--- src/rtl/segment_id_ex_hz.sv ---
// ID/EX segment register: carries decode control and operands into execute on the falling edge,
// with valid tracking, stall/flush handling, bubble/stall counters and a stall watchdog.
module segment_id_ex_hz #(
   parameter int DATA_W      = 32,
   parameter int REGADDR_W   = 4,
   parameter int ALUCTL_W    = 3,
   parameter int CNT_W       = 16,
   parameter int STALL_LIMIT = 255
) (
   input  logic                 clk,
   input  logic                 reset,
   input  logic                 stallE,
   input  logic                 flushE,
   input  logic                 validD,
   input  logic                 RegWriteD,
   input  logic                 MemtoRegD,
   input  logic                 MemWriteD,
   input  logic                 ALUSrcD,
   input  logic                 FlagsWriteD,
   input  logic [ALUCTL_W-1:0]  ALUControlD,
   input  logic [REGADDR_W-1:0] WA3D,
   input  logic [REGADDR_W-1:0] RA1D,
   input  logic [REGADDR_W-1:0] RA2D,
   input  logic [DATA_W-1:0]    rd1D,
   input  logic [DATA_W-1:0]    rd2D,
   input  logic [DATA_W-1:0]    ExtImmD,
   output logic                 validE,
   output logic                 RegWriteE,
   output logic                 MemtoRegE,
   output logic                 MemWriteE,
   output logic                 ALUSrcE,
   output logic                 FlagsWriteE,
   output logic [ALUCTL_W-1:0]  ALUControlE,
   output logic [REGADDR_W-1:0] WA3E,
   output logic [REGADDR_W-1:0] RA1E,
   output logic [REGADDR_W-1:0] RA2E,
   output logic [DATA_W-1:0]    rd1E,
   output logic [DATA_W-1:0]    rd2E,
   output logic [DATA_W-1:0]    ExtImmE,
   output logic [CNT_W-1:0]     bubble_count,
   output logic [CNT_W-1:0]     stall_count,
   output logic                 stall_timeout
);

   localparam logic [CNT_W-1:0] LIMIT = CNT_W'(STALL_LIMIT);

   logic             stall_edge;
   logic             bubble_edge;
   logic [CNT_W-1:0] run_count;
   logic [CNT_W-1:0] run_next;

   function automatic logic [CNT_W-1:0] sat_inc(input logic [CNT_W-1:0] v);
      return (v == {CNT_W{1'b1}}) ? v : v + CNT_W'(1);
   endfunction

   assign stall_edge  = stallE & ~flushE;
   assign bubble_edge = flushE | (~stallE & ~validD);
   assign run_next    = sat_inc(run_count);

   // Execute-stage capture: flush beats stall beats load
   always_ff @(negedge clk or negedge reset) begin
      if (!reset) begin
         validE      <= 1'b0;
         RegWriteE   <= 1'b0;
         MemtoRegE   <= 1'b0;
         MemWriteE   <= 1'b0;
         ALUSrcE     <= 1'b0;
         FlagsWriteE <= 1'b0;
         ALUControlE <= '0;
         WA3E        <= '0;
         RA1E        <= '0;
         RA2E        <= '0;
         rd1E        <= '0;
         rd2E        <= '0;
         ExtImmE     <= '0;
      end else if (flushE) begin
         validE      <= 1'b0;
         RegWriteE   <= 1'b0;
         MemtoRegE   <= 1'b0;
         MemWriteE   <= 1'b0;
         ALUSrcE     <= 1'b0;
         FlagsWriteE <= 1'b0;
         ALUControlE <= '0;
         WA3E        <= '0;
         RA1E        <= '0;
         RA2E        <= '0;
         rd1E        <= '0;
         rd2E        <= '0;
         ExtImmE     <= '0;
      end else if (!stallE) begin
         // Invalid slots keep their data but must not cause architectural side effects
         validE      <= validD;
         RegWriteE   <= RegWriteD & validD;
         MemtoRegE   <= MemtoRegD & validD;
         MemWriteE   <= MemWriteD & validD;
         ALUSrcE     <= ALUSrcD;
         FlagsWriteE <= FlagsWriteD & validD;
         ALUControlE <= ALUControlD;
         WA3E        <= WA3D;
         RA1E        <= RA1D;
         RA2E        <= RA2D;
         rd1E        <= rd1D;
         rd2E        <= rd2D;
         ExtImmE     <= ExtImmD;
      end
   end

   // Performance counters and stall watchdog
   always_ff @(negedge clk or negedge reset) begin
      if (!reset) begin
         bubble_count  <= '0;
         stall_count   <= '0;
         run_count     <= '0;
         stall_timeout <= 1'b0;
      end else begin
         if (bubble_edge)
            bubble_count <= sat_inc(bubble_count);
         if (stall_edge) begin
            stall_count <= sat_inc(stall_count);
            run_count   <= run_next;
            if (run_next >= LIMIT)
               stall_timeout <= 1'b1;
         end else begin
            run_count <= '0;
         end
      end
   end

endmodule
--- config.mk ---
export PLATFORM = sky130hd
export DESIGN_NAME = segment_id_ex_hz
export DESIGN_NICKNAME = d
export VERILOG_FILES = /design/src/rtl/segment_id_ex_hz.sv
export SDC_FILE = /design/constraint.sdc
export NUM_CORES = 1
export LEC_CHECK = 0
export ABC_AREA = 1
export CORE_ASPECT_RATIO = 1.75
export CORE_MARGIN = 8
export CORE_UTILIZATION = 40
export CTS_CLUSTER_SIZE = 12
export DETAILED_ROUTE_END_ITERATION = 12
export PLACE_DENSITY = 0.73
export SYNTH_ARGS = -nofsm -noshare
export SYNTH_HDL_FRONTEND = slang
export SYNTH_SLANG_ARGS = --single-unit
--- constraint.sdc ---
create_clock -name clk -period 4.15 [get_ports clk]
set_input_delay 0.83 -clock clk [delete_from_list [all_inputs] [get_ports clk]]
set_output_delay 0.83 -clock clk [all_outputs]
set_load 0.02 [all_outputs]
Yosys cells after proc, flatten, opt, wreduce, memory -nomap -nowiden --
Cells that the tools add are included. W data, S select, Z words.
Storage, ports and cells: register bits 166, input bits 121, output and inout port bits 150, logic and storage cells 68
Operators by class: add/sub/neg operators 3, order comparisons 1, equal/unequal tests 4, muxes and demuxes 28, bitwise gates (word level) 12, reduce and logical (&&, ||, !) cells 3
Operators by type and width (number):
- $mux W32 | 6
- $add A16 B1 Y16 const B | 3
- $eq A16 B16 Y1 const B | 3
- $mux W16 | 2
- $mux W4 | 6
- $ge A16 B8 Y1 const B | 1
- $mux W1 | 12
- $and A1 B1 Y1 | 6
- $mux W3 | 2
- $reduce_and A2 Y1 | 3
- $not A1 Y1 | 5
- $ne A2 B1 Y1 const B | 1
- $or A1 B1 Y1 | 1

Depth between registers and ports, before layout --
depth after elaboration 4, gate-level depth with buffers 14, mapped depth without buffers 13

==> impl_summary.txt <==
----------------------------------------------------
[Global routing]
  Congestion Overflow GR ... 0
  Pin count of the biggest net entering global routing ... 82
  All-Layer GR Usage ... 20.4%
  Number of antenna violations at the first check in global routing ... 2
  Global-route wire length before repair ... 37300 µm
  Vias in the first global route ... 7157

[Finish]
  Most frequent standard cell in the layout excluding fill and tap cells ... nand2_1
  Fillcell total ... 1578
  Area growth, synth to finish ... 51.5%
  Top library cells by usage in the layout, fill and taps aside ... nand2_1, dfrtn_1, nand3_1
  End-of-flow core utilization ... 61.6%
  Net count reported at finish ... 1270
  Ratio of cells with drive above 1 in the final layout ... 9.58%

[Timing]
  Fin. max-slew vios ... 0
  # setup viols final ... 0
  Worst clock skew ... 0.00510 ns
  Sum Neg Setup Slack ... 0 ns
  Worst slew slack as a fraction of its limit ... 69.1%
  Hold Fails Final Rpt ... 0
  PnR worst setup slack ... 0.0199 ns
  RSZ-0062 raised after global routing ... yes
  Slew at the pin closest to its max-slew limit ... 0.463 ns

[Die]
  Initial cell density of the core ... 40.7%
  Std cell rows ... 65
  Boundary Pins ... 271
  DIE AREA ... 22900 µm²
  Floorplan die width ... 118 µm
  Die Height ... 194 µm
  Floorplan Core Area ... 17900 µm²

[Place]
  Placer's final routability congestion estimate ... 0.865
  Count of buffers from port buffering ... 270
  HPWL reported at the end of detailed placement ... 17200 µm
  Setup slack at placement ... -0.466 ns

[Worst hold path]
  WHS Path Cells ... 2
  Hold path startpoint ... ExtImmE[30]
  Endpoint of the worst hold path ... ExtImmE[30]
  Hold WC Path Type ... reg -> reg

[Clocking]
  Buffer cell driving the clock tree root ... clkbuf_16
  Deepest clock path buffer count ... 2
  CTS tree ... built
  Clock slew at the register clock pins of the worst setup and hold paths ... 0.05 ns
  Cts-stage hold buffer count ... 0
  Clock sink count ... 166
  Clock latency reported for the late side of the worst-skew pair ... 0.40 ns
  Num CTS Buffers ... 17
  H-tree depth ... 4

[Yosys]
  Complex-gate fraction of the synthesized area ... 1.10%
  Synthesis warning total ... 0
  Count of state elements after synthesis ... 166
  Sequential element share of the synthesized area ... 57.1%
  Dominant combinational cell family by area after synthesis ... simple AND/OR/NAND/NOR gates
  Cell count after synthesis ... 851
  Multiplexer share of the synthesized area ... 0%
  Post-synthesis share of cell area spent on full adders, half adders and majority gates ... 0.516%
  Post-Synthesis Net Count ... 975
  Avg Synthesized Cell Area ... 8.55 µm²
  Number of distinct library cells after synthesis ... 28
  Simple logic cell fraction of the synthesized area ... 32.8%
  Synthesized-area fraction occupied by xor and xnor cells ... 3.73%
  Area of the mapped netlist ... 7270 µm²

[Detailed routing]
  DRC violation count after routing ... 0
  Total length of routed wires ... 23200 µm
  First-pass DRT Iterations ... 4
  Iteration-0 DRC count of the detailed router ... 273
  Wirelength per Cell ... 16.6 µm
  Vias post-DR ... 6767
  Via-per-instance ratio ... 4.85
  Detail Route Antenna Nets ... 0

[Worst setup path]
  Biggest fanout along the worst timing path ... 2
  Worst EP required ... 3.32 ns
  Reg2Reg Capture Point ... stall_count[1]
  Worst R2R Path Depth ... 11
  Setup crit start ... stall_count[7]
  CP Launch Type ... flip-flop
  Data arrival time of the worst path ... 3.30 ns
  Crit path depth ... 1
  Critical Path End Type ... output pin
  Critical path buffers and inverters ... 1
  Cell-by-cell trace of the critical path ... dlygate4sd2_1
  Delay of the slowest cell on the worst path ... 0.44 ns
  Launch point of the worst reg-to-reg path ... stall_count[0]
  Slowest stage cell, crit path ... dfrtn_1
  Cell family with the largest share of critical-path delay ... flip-flops
  Category of the critical setup timing path ... reg -> out
  Worst setup slack for register-to-register paths ... 2.24 ns

[Outcome]
  Outcome ... complete, no violations

[Power]
  Leakage power figure ... 5.97 nW
  Cell Pwr Density ... 395 nW/µm²
  Peak VDD IR ... 0.229 mV

[Flow run]
  Count of maximum capacitance violations ... 0

----------------------------------------------------
routing by layer:
| layer | part of all wire [%] | vias up | global-route usage, % |
|---|---|---|---|
| met1 | 34 | 3236 | 19.9 |
| met3 | 6.8 | 39 | 6.67 |
| met4 | 3.2 | 0 | 9.83 |
| met2 | 56 | 203 | 37.6 |
| met5 | 0 | - | 0 |
| li1 | - | 3289 | - |
flip-flops by register name (all words and copies together) (netlist names), 3 cells and up:
signal and flops:
ExtImmE 32, rd1E 32, rd2E 32, bubble_count 16, run_count 16, stall_count 16, RA1E 4, RA2E 4
WA3E 4, ALUControlE 3
synth_stat cells, drive strengths merged:
| cell | number | share of area (%) |
|---|---|---|
| nand4 | 8 | 0.69 |
| or2 | 1 | 0.086 |
| clkbuf | 25 | 1.3 |
| dfrtn | 166 | 57 |
| clkinv | 1 | 0.069 |
| buf | 14 | 1.0 |
| nor3 | 11 | 1.0 |
| o21ai | 5 | 0.34 |
| nor4 | 3 | 0.26 |
| nand3 | 142 | 9.8 |
| inv | 46 | 2.4 |
| xnor2 | 10 | 1.2 |
| nand2 | 335 | 18 |
| nor2 | 49 | 3.0 |
| xor2 | 21 | 2.5 |
| nand3b | 1 | 0.10 |
| o21bai | 2 | 0.21 |
| a21oi | 8 | 0.55 |
| ha | 3 | 0.52 |
area by class of cell:
type                            instances  area [µm²]  area share [%]
Clock buffer                           21         450            4.09
Inverter                               47         180            1.63
Sequential cell                       166        4150            37.7
Timing Repair Buffer                  315        2980            27.0
Tap cell                              234         293            2.66
Antenna cell                            2        5.00          0.0454
Clock inverter                         11         151            1.37
Multi-Input combinational cell        599        2810            25.5
per-stage QoR:
stage	hold WS, ns	total power [mW]	cells	cell area, µm²
finish	0.409	4.35	1395	11000
global route	0.432	4.54	1395	11000
CTS	0.414	4.40	1392	11000
detailed placement	0.418	2.85	1360	10600
global placement	0.406	2.84	1360	10600
floorplan	0.472	2.26	851	7270
cells by family (layout without fill, tap and decap cells):
kind of cell,after synthesis,after routing
xor gates and xnor gates,31,31
other,0,2
and+or+nand+nor,550,550
AOI/OAI and AO/OA,15,15
adders and majority gates,3,3
buffers and inverters,86,394
DFF,166,166
worst max-delay path by stage:
stage	slack (ns)	endpoint
after floorplan	0.15	bubble_count[11]
after global placement	-0.42	bubble_count[14]
after detailed placement	-0.47	bubble_count[14]
after CTS	-0.005	bubble_count[14]
after global routing	-0.006	bubble_count[14]
final	0.02	stall_count[7]
power breakdown:
| group | internal, mW | switching (mW) | total (mW) |
|---|---|---|---|
| Sequential | 1.76 | 0.0841 | 1.84 |
| Combinational | 0.386 | 0.505 | 0.891 |
| Clock | 0.965 | 0.649 | 1.61 |
| Total | 3.11 | 1.24 | 4.35 |
repair_timing:
action,4_1_cts,5_1_grt
setup endpoints to repair,158,21
pin swaps,2,4
gates resized for setup,163,16
endpoints found under the hold margin,0,0
buffers inserted,0,1
Power figures use the tool's default switching activity.
